`src/rtl/tc_timer_pkg.sv`:
```
// Shared definitions for the memory-mapped countdown timer: register offsets,
// CTRL field layout, mode codes and FSM state encoding.
package tc_timer_pkg;

  localparam logic [1:0] TC_CTRL   = 2'd0;
  localparam logic [1:0] TC_PRESET = 2'd1;
  localparam logic [1:0] TC_COUNT  = 2'd2;
  localparam logic [1:0] TC_RSVD   = 2'd3;

  localparam int CTRL_EN        = 0;
  localparam int CTRL_MODE_LSB  = 1;
  localparam int CTRL_MODE_MSB  = 2;
  localparam int CTRL_IM        = 3;
  localparam int CTRL_W         = 4;

  localparam logic [1:0] MODE_ONESHOT = 2'd0;
  localparam logic [1:0] MODE_RELOAD  = 2'd1;

  typedef enum logic [1:0] {
    ST_IDLE = 2'd0,
    ST_LOAD = 2'd1,
    ST_CNT  = 2'd2,
    ST_INT  = 2'd3
  } tc_state_e;

  // Field order mirrors the CTRL bit positions above (IM at bit 3, En at bit 0).
  typedef struct packed {
    logic       im;
    logic [1:0] mode;
    logic       en;
  } tc_ctrl_t;

  function automatic logic [31:0] ctrl_to_word(input tc_ctrl_t c);
    return {{(32 - CTRL_W){1'b0}}, c};
  endfunction

endpackage

```
`src/rtl/tc_timer.sv`:
```
// Countdown timer with one-shot / auto-reload modes and a maskable interrupt,
// read and written through a two-bit word offset on the M-stage data bus.
module tc_timer
  import tc_timer_pkg::*;
(
  input  logic        clk,
  input  logic        reset,
  input  logic [31:2] Addr,
  input  logic        WE,
  input  logic [31:0] Din,
  output logic [31:0] Dout,
  output logic        IRQ
);

  tc_state_e   state_q, state_d;
  tc_ctrl_t    ctrl_q, ctrl_d;
  logic [31:0] preset_q, preset_d;
  logic [31:0] count_q, count_d;
  logic        irq_q, irq_d;

  logic        wr_ctrl, wr_preset;
  logic        unused_addr;

  assign wr_ctrl     = WE && (Addr[3:2] == TC_CTRL);
  assign wr_preset   = WE && (Addr[3:2] == TC_PRESET);
  assign unused_addr = ^Addr[31:4];

  always_comb begin
    state_d  = state_q;
    ctrl_d   = ctrl_q;
    preset_d = preset_q;
    count_d  = count_q;
    // A CPU write to CTRL or PRESET acknowledges a pending interrupt; the FSM
    // below may still override this when it fires on the same edge.
    irq_d    = (wr_ctrl || wr_preset) ? 1'b0 : irq_q;

    unique case (state_q)
      ST_IDLE: begin
        if (ctrl_q.mode != MODE_ONESHOT) irq_d = 1'b0;
        if (ctrl_q.en) state_d = ST_LOAD;
      end
      ST_LOAD: begin
        count_d = preset_q;
        state_d = ST_CNT;
      end
      ST_CNT: begin
        if (!ctrl_q.en) begin
          state_d = ST_IDLE;
        end else if (count_q > 32'd1) begin
          count_d = count_q - 32'd1;
        end else begin
          count_d = 32'd0;
          irq_d   = 1'b1;
          state_d = ST_INT;
        end
      end
      ST_INT: begin
        state_d = ST_IDLE;
        // Auto-reload drops the flag on the way out so each period gives a
        // single-cycle pulse; every other mode stops the timer and holds it.
        if (ctrl_q.mode == MODE_RELOAD) irq_d = 1'b0;
        else                            ctrl_d.en = 1'b0;
      end
      default: state_d = ST_IDLE;
    endcase

    if (wr_ctrl)   ctrl_d   = tc_ctrl_t'(Din[CTRL_W-1:0]);
    if (wr_preset) preset_d = Din;
  end

  always_ff @(posedge clk or negedge reset) begin
    if (!reset) begin
      state_q  <= ST_IDLE;
      ctrl_q   <= '0;
      preset_q <= '0;
      count_q  <= '0;
      irq_q    <= 1'b0;
    end else begin
      state_q  <= state_d;
      ctrl_q   <= ctrl_d;
      preset_q <= preset_d;
      count_q  <= count_d;
      irq_q    <= irq_d;
    end
  end

  always_comb begin
    Dout = 32'd0;
    unique case (Addr[3:2])
      TC_CTRL:   Dout = ctrl_to_word(ctrl_q);
      TC_PRESET: Dout = preset_q;
      TC_COUNT:  Dout = count_q;
      TC_RSVD:   Dout = 32'd0;
      default:   Dout = 32'd0;
    endcase
  end

  assign IRQ = irq_q & ctrl_q.im;

endmodule

```
`config.mk`:
```
export PLATFORM = sky130hd
export DESIGN_NAME = tc_timer
export DESIGN_NICKNAME = d
export VERILOG_FILES = /design/src/rtl/tc_timer_pkg.sv /design/src/rtl/tc_timer.sv
export SDC_FILE = /design/constraint.sdc
export NUM_CORES = 1
export LEC_CHECK = 0
export ABC_AREA = 1
export CAP_MARGIN = 30
export CELL_PAD_IN_SITES_DETAIL_PLACEMENT = 0
export CELL_PAD_IN_SITES_GLOBAL_PLACEMENT = 1
export CORE_UTILIZATION = 36
export CTS_CLUSTER_DIAMETER = 30
export DETAILED_ROUTE_END_ITERATION = 8
export PLACE_DENSITY = 0.88
export SKIP_LAST_GASP = 1
export SLEW_MARGIN = 10
export SYNTH_ARGS = -nofsm -noshare
export SYNTH_HDL_FRONTEND = slang
export SYNTH_SLANG_ARGS = --single-unit
```
`constraint.sdc`:
```
create_clock -name clk -period 2.5 [get_ports clk]
set_clock_uncertainty 0.2 [all_clocks]
set_input_delay 0.25 -clock clk [delete_from_list [all_inputs] [get_ports clk]]
set_output_delay 0.25 -clock clk [all_outputs]
set_load 0.05 [all_outputs]
```
# Word-level counts from Yosys, hierarchy flattened

Cells that the tools add are included.

Flip-flop bits (word level): 71
Bits of input ports: 65
Output and inout port bits: 33
Logic and storage cells: 49

$add $sub $neg: 1
$lt $le $gt $ge: 1
Equality and inequality tests: 11
Mux-type cells: 17
Bitwise operators: 1
Reductions and logical operators: 11

Operator list:

| operator                | count |
|---|---|
| $pmux W32 S4            | 1 |
| $mux W32                | 2 |
| $pmux W32 S2            | 1 |
| $gt A32 B1 Y1 const B   | 1 |
| $sub A32 B1 Y32 const B | 1 |
| $eq A2 B2 Y1 const B    | 4 |
| $mux W1                 | 8 |
| $pmux W2 S4             | 1 |
| $eq A2 B1 Y1 const B    | 3 |
| $mux W2                 | 3 |
| $ne A2 B2 Y1 const B    | 3 |
| $reduce_and A2 Y1       | 3 |
| $reduce_bool A2 Y1      | 3 |
| $logic_not A2 Y1        | 2 |
| $ne A3 B3 Y1 const B    | 1 |
| $pmux W1 S3             | 1 |
| $logic_and A1 B1 Y1     | 2 |
| $and A1 B1 Y1           | 1 |
| $logic_or A1 B1 Y1      | 1 |

# Logic depth before layout (Yosys ltp)

Gate-level depths: netlist (run 1).

Depth after elaboration: 7
Mapped depth: 12
Mapped depth without buffers: 12

# Worst setup path before layout (run 1)

Ideal clock, no wire load.

Kind: input port to output port
Start: input Addr[3] in the netlist's numbering
End: output Dout[10]
Arrival time: 1.754 ns
Required time: 2.050 ns
Path slack: 0.296 ns
Stages on the path: 5
Path buffers: 1
Path through: inv_1 -> nor2_1 -> inv_1 -> clkbuf_1 -> o21ai_0

Word-level cells in the longest chain between the ends: 2
Elaborated cells on any way between the ends: 5
Those cells by class: eq/ne (3); mux (1); reduce/logical (1)

RTL lines:

| element                                    | RTL line       | text |
|---|---|---|
| start, declared                            | tc_timer.sv:8  | `input logic [31:2] Addr,` |
| $eq A2 B2 Y1, or another cell as far along | tc_timer.sv:89 | `unique case (Addr[3:2])` |
| $pmux W32 S4 *                             | tc_timer.sv:89 |  |
| end, declared                              | tc_timer.sv:11 | `output logic [31:0] Dout,` |

Every way passes the cells marked *; elsewhere a longest branch is shown, timed or not.

# Worst setup path in the final report (run 1)

Start: input Addr[3] in the netlist's numbering
End: output Dout[12]

Same word-level chain as after synthesis.

==> results of run 1 <==
[metrics by stage]
| stage | worst slack, ns | cells | hold WS [ns] | area (sq um) |
|---|---|---|---|---|
| after floorplan | 0.296 | 593 | -0.246 | 4250 |
| after global placement | 0.227 | 798 | 0.114 | 5470 |
| after detailed placement | 0.203 | 798 | 0.134 | 5470 |
| after CTS | 0.197 | 815 | 0.281 | 5780 |
| after global routing | 0.107 | 815 | 0.296 | 5780 |
| final | 0.220 | 815 | 0.277 | 5780 |
[power by group]
part | internal, W | switching [W]
logic | 0.00112 | 0.00175
registers | 0.00152 | 0.000392
clock network | 0.000794 | 0.000510
total | 0.00343 | 0.00265
[cell usage after synthesis]
| library cell | count |
|---|---|
| buf_6 | 2 |
| inv_1 | 65 |
| ha_1 | 2 |
| mux2_2 | 12 |
| buf_2 | 4 |
| a21oi_1 | 21 |
| nor3b_2 | 1 |
| a31oi_1 | 5 |
| nor3_1 | 1 |
| o21ai_0 | 34 |
| nand2_4 | 2 |
| nor2_2 | 6 |
| nand2_2 | 3 |
| inv_2 | 3 |
| xnor2_1 | 1 |
| nand2_1 | 187 |
| nor2_4 | 3 |
| xor2_1 | 16 |
| dfrtp_1 | 71 |
| o21ai_1 | 3 |
| nand3_1 | 25 |
| buf_1 | 1 |
| o221ai_1 | 2 |
| nor2_1 | 74 |
| a21oi_4 | 1 |
| clkbuf_1 | 14 |
| o211ai_1 | 4 |
| and2_1 | 2 |
| nand4_1 | 4 |
| o22ai_1 | 24 |
[kinds of logic after synthesis]
logic type | Yosys count
simple gates | 308
compound gates | 94
buf+inv | 89
flops | 71
xor+xnor | 17
mux | 12
fa+ha+maj | 2
[worst max-delay path, stage by stage]
cell and delay, ns:
clkdlybuf4s50_1 0.47, inv_1 0.05, nor2_1 0.15, inv_1 0.08
buf_4 0.21, o21ai_0 0.42, buf_12 0.20
[routing by layer]
metal / track usage (%) / wire length (microns) / vias to the layer above
li1: - / - / 2043
met1: 28.5 / 5570 / 1957
met2: 33.6 / 5740 / 131
met3: 3.40 / 645 / 10
met4: 6.22 / 151 / 0
met5: 0 / 0 / -
[timing repair]
action,CTS,global route
hold buffers,1,0
buffers inserted,0,0
resized for setup,0,0
endpoints found under the hold margin,71,0
[final cells by class]
cell class                 count  area share, %
tap                          143           3.10
timing repair buffer          84           19.8
clock buffer                  10           4.14
multi-input combinational    433           36.7
sequential                    71           30.8
clock inverter                 6           1.04
inverter                      68           4.42
[sequential cells by signal (all words and copies together) (netlist names)]
name      cells
preset_q     32
irq_q         1
count_q      32
ctrl_q        4
state_q       2
[worst min path at each step]
stage,from,slack [ns],depth (start not counted),to
final,Din[2],0.28,3,ctrl_q[2]$_DFFE_PN0P_
after global routing,Din[2],0.30,3,ctrl_q[2]$_DFFE_PN0P_
after CTS,Din[2],0.28,3,ctrl_q[2]$_DFFE_PN0P_
after detailed placement,reset,0.13,2,count_q[4]$_DFFE_PN0P_
after global placement,reset,0.11,2,preset_q[4]$_DFFE_PN0P_
after floorplan,reset,-0.25,0,count_q[0]$_DFFE_PN0P_
==> summary.md, run 1 <==
| Metric | Value |
|---|---|
| Number of diodes | 0 |
| Most frequent cells in the layout | 186 x nand2_1, 74 x nor2_1, 71 x dfrtp_1, 65 x inv_1, 36 x clkdlybuf4s50_1 |
| Starting Density | 37.0% |
| R2R setup slack | 0.25 ns |
| Routability cong. | 0.956 |
| Top area cells in the synthesized netlist | dfrtp_1 42%, nand2_1 17%, nor2_1 6.5%, inv_1 5.7%, o21ai_0 4.0% |
| Port buffer count | 69 |
| Setup crit end kind | output pin |
| Worst Path Arrival | 1.83 ns |
| Cell count after synthesis | 593 |
| Fillcell total | 1078 |
| Yosys warns | 0 |
| Post-route DRC | 0 |
| Die Wd | 111 microns |
| Hold Crit Class | in2reg |
| Core area | 11500 sq um |
| Final setup fails | 0 |
| Initial antenna violation count | 0 |
| Largest net degree at the start of global routing | 72 |
| Outcome | completed |
| Register area share after synthesis | 41.8% |
| Clock root buffer | clkbuf_16 |
| Vias per cell | 5.08 |
| Worst R2R Start | count_q[0]$_DFFE_PN0P_ |
| Critical Path Source Type | input pin |
| Layout Nets | 734 |
| Flops & latches, synth | 71 |
| Full die area | 12200 sq um |
| Critical Path Fanout Max | 17 |
| Critical path origin | Addr[3] |
| Area of the multi-input gates | 2120 sq um |
| WS Path Type | in2out |
| First-pass GRT wire length | 20.3 mm |
| Power density cells | 1050 nW/um^2 |
| Final wirelength | 12.1 mm |
| Largest family of logic cells by synthesized area | simple AND/OR/NAND/NOR gates |
| Top cell type's share of synthesized area | 41.8% |
| Clock latency on the worst-skew pair | 0.34 ns |
| Synth Area in Compound Gates | 12.6% |
| Syn nets | 660 |
| Vias | 4141 |
| Vias in the first global route | 4063 |
| Worst Setup EP | Dout[12] |
| Post-Synth Simple-Gate Area | 30.0% |
| FF/Latch Area | 1780 sq um |
| I/O Pins | 98 |
| Area delta synth->final | 36.0% |
| Mean post-synth cell area | 7.16 sq um |
| Grt total ovfl | 0 |
| Final ANT Viol Nets | 0 |
| R2r endpoint | count_q[17]$_DFFE_PN0P_ |
| Die Y-Extent | 111 microns |
| Synth area leader | dfrtp_1 |
| Max-slew violation count | 0 |
| Reg clk slew, reported paths | 0.06 ns |
| Wire length per cell | 14.8 microns |
| Most common cell after layout, fill and taps aside | nand2_1 |
| Post-synthesis xor/xnor area fraction | 3.51% |
| Worst Max-Slew Pin Slew | 0.854 ns |
| Leakage | 2.73 nW |
| Tmin final | 2.28 ns |
| Setup TNS | 0 ns |
| Tcrit/Tclk final | 91.2% |
| F_max | 439 MHz |
| Hold Fails Final Rpt | 0 |
| Max Cap Viol | 0 |
| All-Layer GR Usage | 20.8% |
| Rows | 39 |
| Peak supply drop | 0.384 mV |
| Multiplexer share of the synthesized area | 3.18% |
| CTS max path bufs | 2 |
| Drt pass-1 iters | 5 |
| R2r worst-path depth | 11 |
| H-tree depth | 3 |
| Layout cell share with drive strength beyond 1 | 14.1% |
| RSZ-0062 raised after global routing | false |
| CTS tree | built |
| Final HPWL DP | 8.48 mm |
| Unique masters post-synth | 30 |
| Post-Synth Adder-Cell Area | 0.589% |
| Slew HR | 43.0% |
| Total clock sinks | 71 |
| Total power | 0.00608 W |
| Worst endpoint required time | 2.05 ns |
| DR iter-0 viols | 250 |
| Final Util | 50.4% |
| Cts bufs inserted | 9 |
| Post-Syn Area | 4250 sq um |
No activity file was read; power rests on OpenSTA's default activity.
==> inputs of run 2 (changes only) <==
CAP_MARGIN = not set   (was 30)
HOLD_SLACK_MARGIN = 0.12   (was not set)
==> results of run 2 <==
No change in the layout: final DEF, timing and power equal those of run 1.
